**src/rtl/el2_exu_div_noc_ctrl.sv**
```systemverilog
// el2_exu_div_noc_ctrl
// Sequences one remote divide at a time: latches the request, drives the
// serial sender (enable, then a one-cycle flush), waits for the tagged
// result packet and hands the result back to the EXU. Cancels, stale
// responses and a missing response (timeout) all return the block to IDLE.
module el2_exu_div_noc_ctrl #(
    parameter int TAG_W   = 4,
    parameter int TIMEOUT = 1023
) (
    input  logic             clk,
    input  logic             rst,
    input  logic             req_valid,
    input  logic [1:0]       req_ctl,
    input  logic [31:0]      req_dividend,
    input  logic [31:0]      req_divisor,
    input  logic             cancel,
    output logic             snd_enable,
    output logic             snd_flush,
    input  logic             snd_ack,
    output logic [1:0]       snd_ctl,
    output logic [31:0]      snd_dividend,
    output logic [31:0]      snd_divisor,
    output logic [TAG_W-1:0] snd_tag,
    input  logic             rsp_valid,
    input  logic [TAG_W-1:0] rsp_tag,
    input  logic [31:0]      rsp_data,
    output logic             busy,
    output logic             finish,
    output logic [31:0]      result,
    output logic             timeout_err
);

    typedef enum logic [1:0] {
        IDLE  = 2'd0,
        SEND  = 2'd1,
        FLUSH = 2'd2,
        WAIT  = 2'd3
    } state_t;

    // Last WAIT cycle count before the request is abandoned.
    localparam logic [15:0] TIMER_LAST = 16'(TIMEOUT - 1);

    state_t            state_q, state_d;
    logic [TAG_W-1:0]  tag_q, tag_d;
    logic [15:0]       timer_q, timer_d;
    logic              abort_q, abort_d;
    logic [1:0]        ctl_q, ctl_d;
    logic [31:0]       dividend_q, dividend_d;
    logic [31:0]       divisor_q, divisor_d;
    logic [31:0]       result_q, result_d;
    logic              finish_q, finish_d;
    logic              timeout_err_q, timeout_err_d;

    // Next-state and datapath decisions; cancel beats a matching response,
    // and a match beats the timeout on the last WAIT cycle.
    always_comb begin
        state_d       = state_q;
        tag_d         = tag_q;
        timer_d       = timer_q;
        abort_d       = abort_q;
        ctl_d         = ctl_q;
        dividend_d    = dividend_q;
        divisor_d     = divisor_q;
        result_d      = result_q;
        finish_d      = 1'b0;
        timeout_err_d = 1'b0;
        case (state_q)
            IDLE: begin
                if (req_valid && !cancel) begin
                    ctl_d      = req_ctl;
                    dividend_d = req_dividend;
                    divisor_d  = req_divisor;
                    tag_d      = tag_q + TAG_W'(1);
                    state_d    = SEND;
                end
            end
            SEND: begin
                if (snd_ack || cancel) begin
                    state_d = FLUSH;
                    abort_d = cancel;
                end
            end
            FLUSH: begin
                if (abort_q) begin
                    state_d = IDLE;
                    abort_d = 1'b0;
                end else begin
                    state_d = WAIT;
                    timer_d = 16'd0;
                end
            end
            WAIT: begin
                timer_d = timer_q + 16'd1;
                if (cancel) begin
                    state_d = IDLE;
                end else if (rsp_valid && (rsp_tag == tag_q)) begin
                    result_d = rsp_data;
                    finish_d = 1'b1;
                    state_d  = IDLE;
                end else if (timer_q == TIMER_LAST) begin
                    timeout_err_d = 1'b1;
                    state_d       = IDLE;
                end
            end
            default: state_d = IDLE;
        endcase
    end

    // State and output registers; reset drops everything immediately.
    always_ff @(posedge clk or posedge rst) begin
        if (rst) begin
            state_q       <= IDLE;
            tag_q         <= '0;
            timer_q       <= 16'd0;
            abort_q       <= 1'b0;
            ctl_q         <= 2'd0;
            dividend_q    <= 32'd0;
            divisor_q     <= 32'd0;
            result_q      <= 32'd0;
            finish_q      <= 1'b0;
            timeout_err_q <= 1'b0;
        end else begin
            state_q       <= state_d;
            tag_q         <= tag_d;
            timer_q       <= timer_d;
            abort_q       <= abort_d;
            ctl_q         <= ctl_d;
            dividend_q    <= dividend_d;
            divisor_q     <= divisor_d;
            result_q      <= result_d;
            finish_q      <= finish_d;
            timeout_err_q <= timeout_err_d;
        end
    end

    assign snd_enable   = (state_q == SEND);
    assign snd_flush    = (state_q == FLUSH);
    assign busy         = (state_q != IDLE);
    assign snd_ctl      = ctl_q;
    assign snd_dividend = dividend_q;
    assign snd_divisor  = divisor_q;
    assign snd_tag      = tag_q;
    assign result       = result_q;
    assign finish       = finish_q;
    assign timeout_err  = timeout_err_q;

endmodule

```
**config.mk**
```make
export PLATFORM = sky130hd
export DESIGN_NAME = el2_exu_div_noc_ctrl
export DESIGN_NICKNAME = d
export VERILOG_FILES = /design/src/rtl/el2_exu_div_noc_ctrl.sv
export SDC_FILE = /design/constraint.sdc
export NUM_CORES = 1
export LEC_CHECK = 0
export CORE_MARGIN = 1.5
export CORE_UTILIZATION = 35
export DETAILED_ROUTE_END_ITERATION = 7
export MAX_ROUTING_LAYER = met4
export PLACE_DENSITY = 0.68
export SKIP_LAST_GASP = 1
export SYNTH_ARGS = -nofsm -noshare
export SYNTH_HDL_FRONTEND = slang
export SYNTH_SLANG_ARGS = --single-unit
```
**constraint.sdc**
```tcl
create_clock -name clk -period 8.15 [get_ports clk]
set_input_delay 2.445 -clock clk [delete_from_list [all_inputs] [get_ports clk]]
set_output_delay 2.445 -clock clk [all_outputs]
set_load 0.05 [all_outputs]
```
==> results.txt <==
- Run status: finished, final reports clean
- After detailed routing, the total wire length is 11.63 mm.
- Achievable Freq: ~0.23 GHz
- Leakage power: roughly 3.3 nW
* Clk Latency, worst-skew pair: 0.41 ns
- CTS placed an instance of sky130_fd_sc_hd__clkbuf_16 at the clock tree root.
- Number of fillers in the final layout: between 1,000 and 1,500
- Post-synth net total: approximately 440
- Number of global-route vias before repair: 3,787
- Post-detailed-route count of antenna-violating nets: 0
* TritonCTS clock tree: yes
- Final min period: about 4.4 ns
- Critical path endpoint category: output port
- Of the total synthesized cell area, the portion taken by AND, OR, NAND and NOR gates is 0.05356.
- The routed layout has about 3,500 vias.
- Of the post-synthesis cell area, the dominant cell type holds 0.6215.
- Maximum ir drop on the vdd rail: 0.2839 mV
- The share of the Yosys chip area taken by registers is 0.6215.
- For this run, the leading register cell type out of synthesis is sky130_fd_sc_hd__dfrtp_1.
- The floorplan step defined a die boundary enclosing around 15,000 um^2.
* Footprint of the multi-input gates: roughly 1700 um^2
- RR Endpoint: snd_divisor[4]
* RSZ-0062 raised after global routing: false
- In this design, the stage delay of the slowest critical-path cell is a little over 0.8 ns.
- Worst rel slew slack: 0.4032
* Die boundary width: about 120 um
- Number of instances in the placed design: roughly 710
- After synthesis, the netlist uses 39 different library cells.
- Entering global routing, the biggest net connects around 70 pins.
- Diodes inserted: 0
- R2r startpoint: state_q[1]
- Final Hold Fails: 0
* Wire length of the first global-routing pass: 18.49 mm
* 1st-pass router iterations: 4
* Dpl hpwl: ~8.3 mm
- Each instance of the synthesized netlist takes up on average ~15 um^2.
* Cell family contributing the most delay on the critical path: buffers and inverters
* Cells taking the most area after synthesis: sky130_fd_sc_hd__dfrtp_1 62%, sky130_fd_sc_hd__mux2_2 22%, sky130_fd_sc_hd__buf_6 1.6%, sky130_fd_sc_hd__xnor2_1 1.2%, sky130_fd_sc_hd__o21ai_0 1.1%
- Startpoint of the worst setup timing path: state_q[1]
- In this run the post-CTS setup repair buffer count came out at 0.
* Core region area: approximately 14,000 um^2
* Grt total ovfl: 0
- In this run the worst setup path terminates at snd_flush.
* Data required time of the critical path: between 5 and 6 ns
- Arrival time worst endpoint: between 1.5 and 2 ns
- The min-delay analysis places its worst path in the category flip-flop to flip-flop.
- Number of synthesized flops with an enable pin: 0
* Number of cells produced by synthesis: around 330
- In the final layout, flip-flops and latches occupy around 3100 um^2.
- Clock sinks: around 120
- Buffers inserted during clock tree synthesis total 17.
* Initial core utilization: 0.3582
* GPL Wtd Cong: approximately 0.76
* DRC viols: 0
* Via-per-instance ratio: around 4.7
* Reg2reg path depth: 4
* Post-synth top cells: 123 x sky130_fd_sc_hd__dfrtp_1, 98 x sky130_fd_sc_hd__mux2_2, 11 x sky130_fd_sc_hd__nand2_1, 11 x sky130_fd_sc_hd__o21ai_0
- Pin slew with the least headroom to its limit: roughly 0.90 ns
* Post-Syn Area: between 4000 and 5000 um^2
- The critical path is of the flip-flop to output port type.
- Area fraction in compound gates after synthesis: 0.04270
- Deepest level of the CTS H-tree: 4
- Areal power density over the cells: roughly 440 nW/um^2
* Xor/xnor share of the synthesized area: 0.01592
- From bottom edge to top edge, the die measures 122.0 um.
* Largest family of logic cells by synthesized area: multiplexers
- Layout overhead on the synthesized area: 57.96%
* Clock transition at path regs: about 0.05 ns
- The Yosys step of the flow raised 0 warnings.
- Buffering stage count on the worst path with inverters included: 1
- Number of pins exceeding their max-slew limit in the final report: 0
- Counting flops with an async set or reset pin after synthesis yields a share of 1.000.
- For this design, the CTS-stage hold fixing added 0 buffers.
- Part of the cycle the worst path needs: 0.5350
* Number of nets in the layout: around 660
- During I/O placement, the number of pins put on the boundary was ~220.
* Cell type with the largest total area after synthesis: sky130_fd_sc_hd__dfrtp_1
- In this run the core area contains 43 standard-cell rows.
* Critical Path, Cell by Cell: nor2b_1, clkdlybuf4s50_1
* Initial antenna violation count: 0
* Cell at the slowest stage of the critical path: sky130_fd_sc_hd__clkdlybuf4s50_1
- Count of buffers inserted at the top-level ports: about 210
* Worst clock skew: about 0.0055 ns
* Crit Path Max Fanout: 10
- Routed wirelength normalized by instance count: around 16 um
- Share of cells above drive strength 1: 0.2367
- Crit. path cell count: 2
* Crit path launch type: flip-flop
* Worst reg-to-reg setup slack: 5.94 ns
- Finish-stage setup viols: 0
- The synthesized design contains about 120 register bits.
* Number of max-cap violations: 0
- Mux contribution to synthesized area: 0.2292
- Among all cell types in the netlist, the one instantiated most often is sky130_fd_sc_hd__dfrtp_1.
- Of the total synthesized cell area, the portion taken by full adders, half adders and majority gates is 0.007580.
- After routing, the total negative slack on setup checks comes to 0 ns.
* Total track usage: 0.1682
* DRC marker count from the first detailed-route iteration: 130
- Maximum buffer depth of the clock tree: 2
* Final std cells w/o fill: between 700 and 800
- Number of cells upsized or downsized after cts: 0
-- layer usage --
metal  part of all wire  vias to the layer above  GRT usage  routed length (um)
li1                   -                     1641          -                   -
met1               0.40                     1729     0.1923                4671
met2               0.50                      148     0.2690                5855
met3              0.070                       25    0.05478                 819
met4              0.024                        0    0.07647                 283
met5                  0                        -          -                   0
-- worst reg2reg max path, stage by stage (launching register included) --
cell and delay (ns):
sky130_fd_sc_hd__dfrtp_1 0.45, sky130_fd_sc_hd__or2_4 0.30, sky130_fd_sc_hd__nor3b_4 0.17, sky130_fd_sc_hd__buf_4 0.72
sky130_fd_sc_hd__mux2_2 0.45
-- area by class of cell --
cell class              count  share of cell area
clock buffers              26             0.06638
clock inverters             6             0.01056
inverters                   6            0.003199
multi-input cells         188              0.2209
flip-flops and latches    123              0.3935
well taps                 180             0.02879
repair buffers            217              0.2767
-- per-stage QoR --
stage	instance area, um^2	hold slack, ns	setup WS [ns]	total power [W]	utilization
final	7823	0.4843	3.789	0.003476	0.5657
after global routing	7823	0.5113	3.668	0.003636	0.5657
after CTS	7823	0.4801	3.766	0.003515	0.5657
after detailed placement	7221	0.4736	3.583	0.002749	0.5222
after global placement	7221	0.4691	3.653	0.002720	0.5222
after floorplan	4952	0.4425	2.434	0.002139	-
-- worst min path at each step --
stage / start / slack [ns] / cells after the start / end
2_1_floorplan: timer_q[4] / 0.44 / 1 / timer_q[4]
3_5_place_dp: timer_q[4] / 0.47 / 1 / timer_q[4]
4_1_cts: timer_q[4] / 0.48 / 1 / timer_q[4]
6_report: timer_q[4] / 0.48 / 1 / timer_q[4]
3_3_place_gp: timer_q[4] / 0.47 / 1 / timer_q[4]
5_1_grt: result[31] / 0.51 / 1 / result[31]
-- registers in the layout, indices dropped and copies added (netlist names), 2 cells and up --
name          cells
result           32
snd_dividend     32
snd_divisor      32
timer_q          16
snd_tag           4
snd_ctl           2
state_q           2
-- cell families (layout without fill, tap and decap cells) --
logic type | after synthesis | count (layout)
simple gates | 44 | 44
compound gates | 31 | 31
xor+xnor | 9 | 9
flops | 123 | 123
buf+inv | 21 | 255
fa+ha+maj | 3 | 3
mux | 101 | 101
-- cells in the final DEF (no fill, tap or decap), types with 2 or more instances in the layout --
cell type                         instances
sky130_fd_sc_hd__clkdlybuf4s50_1        214
sky130_fd_sc_hd__dfrtp_1                123
sky130_fd_sc_hd__mux2_2                  98
sky130_fd_sc_hd__clkbuf_16               17
sky130_fd_sc_hd__nand2_1                 11
sky130_fd_sc_hd__o21ai_0                 11
sky130_fd_sc_hd__xnor2_1                  7
sky130_fd_sc_hd__nand4_1                  7
sky130_fd_sc_hd__nand3_1                  6
sky130_fd_sc_hd__o211ai_1                 6
sky130_fd_sc_hd__clkbuf_8                 6
sky130_fd_sc_hd__inv_1                    5
sky130_fd_sc_hd__nor2_1                   4
sky130_fd_sc_hd__and3_1                   3
sky130_fd_sc_hd__o311ai_0                 3
sky130_fd_sc_hd__o41ai_1                  3
sky130_fd_sc_hd__o31ai_1                  3
sky130_fd_sc_hd__ha_1                     3
sky130_fd_sc_hd__clkbuf_1                 3
sky130_fd_sc_hd__clkinv_2                 3
sky130_fd_sc_hd__buf_4                    3
sky130_fd_sc_hd__nor2b_1                  2
sky130_fd_sc_hd__xor2_1                   2
sky130_fd_sc_hd__a31oi_1                  2
sky130_fd_sc_hd__mux2i_1                  2
sky130_fd_sc_hd__bufinv_16                2
-- power breakdown --
part           total (W)  switching (W)  internal (W)
sequential      0.000991       0.000142      0.000849
clock           0.000749       0.000252      0.000497
combinational    0.00174        0.00109      0.000643
Power figures use the tool's default switching activity.
